**config.mk**
```make
export PLATFORM = sky130hd
export DESIGN_NAME = vx_gpu_ctl_unit
export DESIGN_NICKNAME = d
export VERILOG_FILES = /design/src/rtl/vx_gpu_ctl_unit.sv
export SDC_FILE = /design/constraint.sdc
export NUM_CORES = 1
export LEC_CHECK = 0
export BUFFER_PORTS_ARGS = -buffer_cell sky130_fd_sc_hd__buf_4
export CORE_AREA = 2 2 207 209
export DETAILED_ROUTE_END_ITERATION = 6
export DIE_AREA = 0 0 209 211
export GPL_ROUTABILITY_DRIVEN = 0
export PLACE_DENSITY = 0.44
export SYNTH_ARGS = -nofsm -noshare
export SYNTH_HDL_FRONTEND = slang
export SYNTH_SLANG_ARGS = --single-unit
```
**constraint.sdc**
```tcl
create_clock -name clk -period 5.05 [get_ports clk]
set_input_delay 0.7575 -clock clk [delete_from_list [all_inputs] [get_ports clk]]
set_output_delay 0.7575 -clock clk [all_outputs]
set_load 0.01 [all_outputs]
```
**src/rtl/vx_gpu_ctl_unit.sv**
```systemverilog
// GPU-control request decoder: one register stage, 1-cycle warp-control pulse plus a commit record.
// Backpressure: request is accepted only while the commit slot is empty or draining this cycle.
module vx_gpu_ctl_unit #(
  parameter int NUM_THREADS  = 4,
  parameter int NUM_WARPS    = 4,
  parameter int NUM_BARRIERS = 4,
  parameter int UUID_BITS    = 44,
  parameter int NR_BITS      = 5,
  parameter int NW_BITS      = $clog2(NUM_WARPS),
  parameter int NT_BITS      = $clog2(NUM_THREADS),
  parameter int NB_BITS      = $clog2(NUM_BARRIERS)
) (
  input  logic                      clk,
  input  logic                      reset,
  input  logic                      req_valid,
  input  logic [UUID_BITS-1:0]      req_uuid,
  input  logic [NW_BITS-1:0]        req_wid,
  input  logic [NUM_THREADS-1:0]    req_tmask,
  input  logic [31:0]               req_PC,
  input  logic [31:0]               req_next_PC,
  input  logic [2:0]                req_op_type,
  input  logic [NT_BITS-1:0]        req_tid,
  input  logic [NUM_THREADS*32-1:0] req_rs1_data,
  input  logic [NUM_THREADS*32-1:0] req_rs2_data,
  input  logic [NR_BITS-1:0]        req_rd,
  input  logic                      req_wb,
  output logic                      req_ready,
  output logic                      wctl_valid,
  output logic [NW_BITS-1:0]        wctl_wid,
  output logic [2:0]                wctl_op,
  output logic [NUM_THREADS-1:0]    wctl_tmask,
  output logic [NUM_THREADS-1:0]    wctl_else_tmask,
  output logic                      wctl_diverged,
  output logic [31:0]               wctl_pc,
  output logic [NUM_WARPS-1:0]      wctl_wmask,
  output logic [NB_BITS-1:0]        wctl_bar_id,
  output logic [NW_BITS-1:0]        wctl_bar_size_m1,
  output logic                      commit_valid,
  output logic [UUID_BITS-1:0]      commit_uuid,
  output logic [NW_BITS-1:0]        commit_wid,
  output logic [NUM_THREADS-1:0]    commit_tmask,
  output logic [31:0]               commit_PC,
  output logic [NR_BITS-1:0]        commit_rd,
  output logic                      commit_wb,
  input  logic                      commit_ready
);

  localparam logic [2:0] OP_TMC    = 3'd0;
  localparam logic [2:0] OP_WSPAWN = 3'd1;
  localparam logic [2:0] OP_SPLIT  = 3'd2;
  localparam logic [2:0] OP_JOIN   = 3'd3;
  localparam logic [2:0] OP_BAR    = 3'd4;
  localparam logic [2:0] OP_PRED   = 3'd5;

  logic [31:0]            rs1_lane [NUM_THREADS];
  logic [31:0]            rs2_lane [NUM_THREADS];
  logic [NUM_THREADS-1:0] lane_nz;
  logic [31:0]            s1, s2;
  logic [NUM_THREADS-1:0] taken, not_taken;
  logic                   fire;
  logic                   unused_wb;

  for (genvar i = 0; i < NUM_THREADS; i++) begin : g_lane
    assign rs1_lane[i] = req_rs1_data[32*i +: 32];
    assign rs2_lane[i] = req_rs2_data[32*i +: 32];
    assign lane_nz[i]  = |req_rs1_data[32*i +: 32];
  end

  assign s1        = rs1_lane[req_tid];
  assign s2        = rs2_lane[req_tid];
  assign taken     = req_tmask & lane_nz;
  assign not_taken = req_tmask & ~lane_nz;
  assign unused_wb = req_wb;

  assign req_ready = ~commit_valid | commit_ready;
  assign fire      = req_valid & req_ready;

  logic                   wvld_d, div_d;
  logic [2:0]             wop_d;
  logic [NW_BITS-1:0]     wwid_d, bsz_d;
  logic [NUM_THREADS-1:0] tmask_d, else_d;
  logic [31:0]            pc_d;
  logic [NUM_WARPS-1:0]   wmask_d;
  logic [NB_BITS-1:0]     bar_d;

  always_comb begin
    wvld_d  = 1'b0;
    wop_d   = '0;
    wwid_d  = '0;
    tmask_d = '0;
    else_d  = '0;
    div_d   = 1'b0;
    pc_d    = '0;
    wmask_d = '0;
    bar_d   = '0;
    bsz_d   = '0;
    case (req_op_type)
      OP_TMC: begin
        wvld_d  = 1'b1;
        tmask_d = s1[NUM_THREADS-1:0];
      end
      OP_WSPAWN: begin
        wvld_d = 1'b1;
        // Warp 0 is the spawner; warps 1..s1-1 start, capped at NUM_WARPS.
        for (int w = 1; w < NUM_WARPS; w++) wmask_d[w] = (s1 > 32'(w));
        pc_d = s2;
      end
      OP_SPLIT: begin
        wvld_d = 1'b1;
        pc_d   = req_next_PC;
        if ((taken != '0) && (not_taken != '0)) begin
          div_d   = 1'b1;
          tmask_d = taken;
          else_d  = not_taken;
        end else begin
          tmask_d = req_tmask;
        end
      end
      OP_JOIN: wvld_d = 1'b1;
      OP_BAR: begin
        wvld_d = 1'b1;
        bar_d  = s1[NB_BITS-1:0];
        bsz_d  = s2[NW_BITS-1:0] - NW_BITS'(1);
      end
      OP_PRED: begin
        wvld_d  = 1'b1;
        // An all-false predicate would strand the warp, so keep the original mask.
        tmask_d = (taken != '0) ? taken : req_tmask;
      end
      default: ;
    endcase
    if (wvld_d) begin
      wop_d  = req_op_type;
      wwid_d = req_wid;
    end
  end

  logic                   wvld_q, div_q, cvld_q;
  logic [2:0]             wop_q;
  logic [NW_BITS-1:0]     wwid_q, bsz_q, cwid_q;
  logic [NUM_THREADS-1:0] tmask_q, else_q, ctmask_q;
  logic [31:0]            pc_q, cpc_q;
  logic [NUM_WARPS-1:0]   wmask_q;
  logic [NB_BITS-1:0]     bar_q;
  logic [UUID_BITS-1:0]   cuuid_q;
  logic [NR_BITS-1:0]     crd_q;

  always_ff @(posedge clk) begin
    if (reset) begin
      wvld_q <= 1'b0; div_q <= 1'b0; cvld_q <= 1'b0;
      wop_q <= '0; wwid_q <= '0; bsz_q <= '0; cwid_q <= '0;
      tmask_q <= '0; else_q <= '0; ctmask_q <= '0;
      pc_q <= '0; cpc_q <= '0; wmask_q <= '0; bar_q <= '0;
      cuuid_q <= '0; crd_q <= '0;
    end else begin
      wvld_q <= fire & wvld_d;
      if (fire) begin
        cvld_q   <= 1'b1;
        wop_q    <= wop_d;
        wwid_q   <= wwid_d;
        tmask_q  <= tmask_d;
        else_q   <= else_d;
        div_q    <= div_d;
        pc_q     <= pc_d;
        wmask_q  <= wmask_d;
        bar_q    <= bar_d;
        bsz_q    <= bsz_d;
        cuuid_q  <= req_uuid;
        cwid_q   <= req_wid;
        ctmask_q <= req_tmask;
        cpc_q    <= req_PC;
        crd_q    <= req_rd;
      end else if (commit_ready) begin
        cvld_q <= 1'b0;
      end
    end
  end

  assign wctl_valid       = wvld_q;
  assign wctl_wid         = wwid_q;
  assign wctl_op          = wop_q;
  assign wctl_tmask       = tmask_q;
  assign wctl_else_tmask  = else_q;
  assign wctl_diverged    = div_q;
  assign wctl_pc          = pc_q;
  assign wctl_wmask       = wmask_q;
  assign wctl_bar_id      = bar_q;
  assign wctl_bar_size_m1 = bsz_q;
  assign commit_valid     = cvld_q;
  assign commit_uuid      = cuuid_q;
  assign commit_wid       = cwid_q;
  assign commit_tmask     = ctmask_q;
  assign commit_PC        = cpc_q;
  assign commit_rd        = crd_q;
  assign commit_wb        = 1'b0;

endmodule

```
==> flow_metrics.env, run 1 <==
export IMPL_synth_top_area_share_pct=44.5
export IMPL_period_share_pct=46.8
export IMPL_grt_max_degree=100
export IMPL_avgSynthCellArea_um2=8.95
export IMPL_clkSinkCount=142
export IMPL_crit_chain="buf_4 > nand2b_1 > nand2_4 > nor2_4 > nand3b_1 > a21oi_1"
export IMPL_drt_total_wl_um=31100
export IMPL_postRouteAntennaNets=0
export IMPL_grt_antenna_before_repair=1
export IMPL_finalPower_mw=3.07
export IMPL_synthCells=713
export IMPL_cts_buffer_depth=2
export IMPL_rr_startpoint="commit_valid$_SDFFE_PP0P_"
export IMPL_clock_root_buffer="clkbuf_16"
export IMPL_hold_class="reg -> reg"
export IMPL_p_leak_nw=5.01
export IMPL_drtIter0Drc=478
export IMPL_critical_path_max_stage_delay_ps=900
export IMPL_grt_pass1_wl_um=45600
export IMPL_ioPinCount=530
export IMPL_htreeDepth=4
export IMPL_status="finished, final reports clean"
export IMPL_cts_resized=0
export IMPL_cp_startpoint="commit_ready"
export IMPL_tns_ps=0
export IMPL_area_growth_synth_to_final_pct=78.5
export IMPL_yosysTopAreaCell="dfxtp_1"
export IMPL_gr_total_overflow=0
export IMPL_max_freq_mhz=424
export IMPL_vias_per_cell=4.22
export IMPL_reg2regPathDepth=5
export IMPL_cp_start_kind="input port"
export IMPL_powerDensity_mw_per_mm2=270
export IMPL_ys_types=41
export IMPL_wl_per_cell_um=17.7
export IMPL_synth_edf_count=0
export IMPL_dpl_hpwl_um=24200
export IMPL_vias=7414
export IMPL_cts_tree="built"
export IMPL_hold_path_startpoint="wctl_wid[0]$_SDFFE_PP0P_"
export IMPL_cp_required_ps=5410
export IMPL_dieArea_mm2=0.0441
export IMPL_clk_pin_slew_ps=60
export IMPL_slew_headroom_pct=34.6
export IMPL_period_needed_ps=2360
export IMPL_placementRows=75
export IMPL_ys_top_cells_by_count="nand2_1, dfxtp_1, a21oi_1"
export IMPL_combPwrFrac_pct=19.7
export IMPL_setup_violations=0
export IMPL_worst_slack_ps=2690
export IMPL_clockPowerShare_pct=41.2
export IMPL_final_nets=1588
export IMPL_drc=0
export IMPL_die_h_um=211
export IMPL_swShare_pct=26.9
export IMPL_first_pass_iters=6
export IMPL_ys_seq_area_share_pct=44.5
export IMPL_irDropWorstVdd_uv=166
export IMPL_grt_usage_pct=13.6
export IMPL_grt_pass1_vias=7403
export IMPL_die_w_um=209
export IMPL_n_fill_cell=4562
export IMPL_synth_most_common_cell="nand2_1"
export IMPL_hold_path_depth=2
export IMPL_rsz0062_at_grt="false"
export IMPL_synth_main_ff_cell="dfxtp_1"
export IMPL_rrSetupSlack_ps=2800
export IMPL_max_cap_viol_count=0
export IMPL_final_area_mm2=0.0114
export IMPL_clock_skew_ps=3.80
export IMPL_yosysWarnings=0
export IMPL_ys_seq_elements=142
export IMPL_dp_slack_ps=2190
export IMPL_synthTopCellsByArea="dfxtp_1, mux4_2, nand2_1"
export IMPL_p_int_mw=2.25
export IMPL_async_flop_share_pct=0
export IMPL_drive_gt1_share_pct=50.7
export IMPL_cp_max_fo=49
export IMPL_postCtsSetupBuffers=0
export IMPL_dpl_cell_area_mm2=0.0108
export IMPL_cp_data_arrival_time_ps=2720
export IMPL_critPathKind="in -> reg"
export IMPL_seqPwrFrac_pct=39.1
export IMPL_tightest_slew_ps=979
export IMPL_slew_violations=0
export IMPL_hold_violations=0
export IMPL_fp_coreArea_mm2=0.0418
export IMPL_clk_latency_ps=430
export IMPL_cp_slowest_cell="nor2_4"
export IMPL_cts_hold_buf=0
export IMPL_numCtsBuffers=17
export IMPL_syn_area_mm2=0.00638
export IMPL_io_buffers=526
export IMPL_initial_core_util_pct=15.3
export IMPL_p_switching_mw=0.825
export IMPL_end_kind="register"
critical path, delay by kind of cell:
kind            cells  cell delay, ps
compound gates      1             160
simple gates        4            1670
buf+inv             1              70
routing by layer:
metal  vias up  GRT usage, %  wire (um)  part of all wire [%]
li1       3575             -          -                     -
met1      3430          16.6      12800                    41
met2       376          22.1      14800                    47
met3        33          5.03       2680                   8.6
met4         0          4.95        890                   2.9
met5         -             0          0                     0
worst paths after layout:
path                                          end
setup / recovery  wctl_else_tmask[3]$_SDFFE_PP0P_
hold / removal           wctl_wid[0]$_SDFFE_PP0P_
setup reg to reg  wctl_else_tmask[3]$_SDFFE_PP0P_
hold reg to reg          wctl_wid[0]$_SDFFE_PP0P_
state kept, by name (all words and copies together), names as in the netlist:
register,flops
wctl_valid,1
wctl_bar_id,2
wctl_wmask,3
wctl_wid,2
wctl_bar_size_m1,2
wctl_else_tmask,4
wctl_op,3
commit_wid,2
commit_tmask,4
wctl_pc,32
commit_uuid,44
commit_rd,5
commit_valid,1
commit_PC,32
wctl_tmask,4
wctl_diverged,1
cells in the final DEF, fill, tap and decap left out, types with 2 or more instances in the layout:
master / count
and3_2: 2
clkinvlp_4: 3
nand3b_1: 4
bufinv_16: 2
clkbuf_16: 17
inv_6: 2
nand4_1: 3
a222oi_1: 32
buf_4: 530
nand2_1: 191
a311oi_1: 3
nor4_2: 3
nand3_1: 7
a21bo_2: 3
clkinv_4: 3
a22oi_1: 4
dfxtp_1: 142
and2_4: 2
conb_1: 2
mux4_2: 36
o21ai_0: 3
a22o_1: 3
nor4_1: 30
nor3_1: 2
clkinv_2: 3
nor2_1: 46
nand2b_1: 2
o2111ai_1: 3
a21oi_1: 110
inv_1: 4
diode_2: 2
cells by family after synthesis:
| logic type | after synthesis | share of synthesized area, % |
|---|---|---|
| AO/OA/AOI/OAI | 166 | 17.0 |
| buffers and inverters | 65 | 4.45 |
| flip-flops | 142 | 44.5 |
| other | 1 | 0.0588 |
| AND/OR/NAND/NOR | 301 | 20.7 |
| multiplexers | 37 | 13.1 |
| XOR/XNOR | 1 | 0.137 |
power groups by stage:
stage	clock [mW]	sequential, mW	combinational (mW)
after floorplan	0	1.25	0.202
after global placement	0	1.22	0.609
after detailed placement	0	1.23	0.612
after CTS	1.34	1.20	0.614
after global routing	1.38	1.21	0.655
final	1.27	1.20	0.604
layout make-up:
type	instances	area (um2)	share of cell area (%)
Clock inverter	13	141	1.24
Multi-Input combinational cell	507	3280	28.8
Tap cell	539	674	5.92
Sequential cell	142	2840	25.0
Inverter	4	15.0	0.132
Timing Repair Buffer	531	4000	35.1
Antenna cell	2	5.00	0.0439
Clock buffer	18	429	3.77
metrics by stage:
stage,hold WS [ps],utilization (%),instances
global placement,441,25.9,1723
CTS,454,27.3,1754
finish,452,27.3,1756
detailed placement,446,25.9,1723
floorplan,476,-,714
global route,470,27.3,1754
(Power assumes the default switching activity.)
==> inputs of run 2 (changes only) <==
--- a/config.mk
+++ b/config.mk
@@ -6,11 +6,11 @@
 export NUM_CORES = 1
 export LEC_CHECK = 0
 export BUFFER_PORTS_ARGS = -buffer_cell sky130_fd_sc_hd__buf_4
-export CORE_AREA = 2 2 207 209
+export CORE_AREA = 2 2 208 210
 export DETAILED_ROUTE_END_ITERATION = 6
-export DIE_AREA = 0 0 209 211
+export DIE_AREA = 0 0 210 212
 export GPL_ROUTABILITY_DRIVEN = 0
-export PLACE_DENSITY = 0.44
+export PLACE_DENSITY = 0.45
 export SYNTH_ARGS = -nofsm -noshare
 export SYNTH_HDL_FRONTEND = slang
 export SYNTH_SLANG_ARGS = --single-unit
==> constraint.sdc (replaced) <==
create_clock -name clk -period 2.1 [get_ports clk]
set_input_delay 0.315 -clock clk [delete_from_list [all_inputs] [get_ports clk]]
set_output_delay 0.315 -clock clk [all_outputs]
set_load 0.01 [all_outputs]
==> flow_metrics.env, run 2 (same netlist as run 1, synthesis figures left out) <==
export IMPL_status="finished, final reports clean"
export IMPL_area_growth_synth_to_final_pct=83.2
export IMPL_postCtsSetupBuffers=0
export IMPL_n_fill_cell=4569
export IMPL_period_needed_ps=1830
export IMPL_fp_coreArea_mm2=0.0425
export IMPL_cts_tree="built"
export IMPL_fin_util_pct=27.5
export IMPL_largest_register_ffs=44
export IMPL_io_buffers=526
export IMPL_rsz0062_at_grt="false"
export IMPL_wl_per_cell_um=17.3
export IMPL_cp_slowest_cell="nor2_4"
export IMPL_drt_total_wl_um=30800
export IMPL_ioPinCount=530
export IMPL_final_cell_mix="buf_4, nand2_1, dfxtp_1"
export IMPL_max_cap_viol_count=0
export IMPL_p_leak_nw=5.16
export IMPL_reg2reg_to="wctl_pc[1]$_SDFFE_PP0P_"
export IMPL_hold_class="in -> reg"
export IMPL_clk_pin_slew_ps=60
export IMPL_clkSinkCount=142
export IMPL_clock_skew_ps=10.1
export IMPL_mostFrequentLayoutCell="buf_4"
export IMPL_rr_startpoint="commit_valid$_SDFFE_PP0P_"
export IMPL_cp_data_arrival_time_ps=2210
export IMPL_die_h_um=212
export IMPL_numCtsBuffers=17
export IMPL_hold_path_startpoint="req_next_PC[17]"
export IMPL_period_share_pct=87.4
export IMPL_place_inst=1750
export IMPL_dieArea_mm2=0.0445
export IMPL_slew_violations=0
export IMPL_first_pass_iters=6
export IMPL_gr_total_overflow=0
export IMPL_drc=0
export IMPL_final_area_mm2=0.0117
export IMPL_multi_input_area_mm2=0.00328
export IMPL_initial_core_util_pct=15.0
export IMPL_grt_max_degree=83
export IMPL_placementRows=76
export IMPL_vias=7470
export IMPL_max_freq_mhz=545
export IMPL_hold_path_depth=3
export IMPL_cts_hold_buf=0
export IMPL_regArea_mm2=0.00284
export IMPL_grt_antenna_before_repair=2
export IMPL_final_cells=1783
export IMPL_drive_gt1_share_pct=51.5
export IMPL_grt_pass1_wl_um=44900
export IMPL_clk_latency_ps=430
export IMPL_end_kind="register"
export IMPL_cts_resized=0
export IMPL_cts_buffer_depth=2
export IMPL_dpl_cell_area_mm2=0.0111
export IMPL_vias_per_cell=4.19
export IMPL_drtIter0Drc=432
export IMPL_grt_usage_pct=13.4
export IMPL_powerDensity_mw_per_mm2=647
export IMPL_rrSetupSlack_ps=270
export IMPL_critPathKind="reg -> reg"
export IMPL_die_w_um=210
export IMPL_tightest_slew_ps=997
export IMPL_hold_violations=0
export IMPL_crit_chain="nand2b_1 > nand2_4 > nor2_4 > a222oi_1 > nor2_1"
export IMPL_cp_top_family="simple AND/OR/NAND/NOR gates"
export IMPL_htreeDepth=4
export IMPL_cp_start_kind="register"
export IMPL_setup_violations=0
export IMPL_dpl_hpwl_um=24300
export IMPL_final_nets=1608
export IMPL_postRouteAntennaNets=0
export IMPL_fin_hold_ws_ps=119
export IMPL_slew_headroom_pct=33.4
export IMPL_clock_root_buffer="clkbuf_16"
export IMPL_grt_pass1_vias=7550
export IMPL_cp_required_ps=2470
export IMPL_irDropWorstVdd_uv=414
export IMPL_hold_end="wctl_pc[17]$_SDFFE_PP0P_"
export IMPL_tns_ps=0
export IMPL_crit_buf_inv=0
export IMPL_reg2regPathDepth=5
export IMPL_critical_path_max_stage_delay_ps=790
export IMPL_cp_max_fo=36
==> run 2: worst register-to-register path: stages, from the launching register on <==
cell      delay [ps]
dfxtp_1          310
nand2b_1         170
nand2_4          140
nor2_4           800
a222oi_1         200
nor2_1           150
==> run 2: final cells by class <==
cell class | count | area share, %
antenna | 1 | 0.0214
clock buffer | 19 | 3.79
clock inverter | 13 | 1.39
inverter | 4 | 0.128
multi-input combinational | 507 | 28.1
sequential | 142 | 24.3
tap | 546 | 5.84
timing repair buffer | 551 | 36.4
==> run 2: worst max-delay path by stage <==
| stage | start | to | slack [ps] | cells after the start |
|---|---|---|---|---|
| floorplan | req_tid[0] | wctl_pc[3]$_SDFFE_PP0P_ | 220 | 5 |
| global placement | req_rs1_data[42] | wctl_diverged$_SDFFE_PP0P_ | 40 | 8 |
| detailed placement | req_rs1_data[42] | wctl_diverged$_SDFFE_PP0P_ | 40 | 8 |
| CTS | commit_valid$_SDFFE_PP0P_ | wctl_pc[1]$_SDFFE_PP0P_ | 170 | 5 |
| global route | commit_valid$_SDFFE_PP0P_ | wctl_pc[15]$_SDFFE_PP0P_ | 70 | 5 |
| finish | commit_valid$_SDFFE_PP0P_ | wctl_pc[1]$_SDFFE_PP0P_ | 270 | 5 |
==> run 2: where the power goes <==
group | total [mW] | switching (mW) | internal (mW)
clock | 3.16 | 1.26 | 1.90
combinational | 1.51 | 0.629 | 0.877
sequential | 2.89 | 0.0675 | 2.82
==> run 2: per-stage QoR <==
stage,power (mW),worst slack (ps)
after floorplan,3.49,224
after global placement,4.47,39.6
after detailed placement,4.48,41.2
after CTS,7.74,168
after global routing,7.96,72.4
final,7.56,265
==> run 2: metal layers <==
| metal | global-route usage (%) | share of wire [%] | up-vias |
|---|---|---|---|
| met4 | 4.28 | 1.6 | 2 |
| met2 | 22.6 | 49 | 331 |
| met3 | 4.86 | 8.0 | 24 |
| met1 | 15.9 | 41 | 3490 |
| met5 | 0 | 0.052 | - |
| li1 | - | - | 3623 |
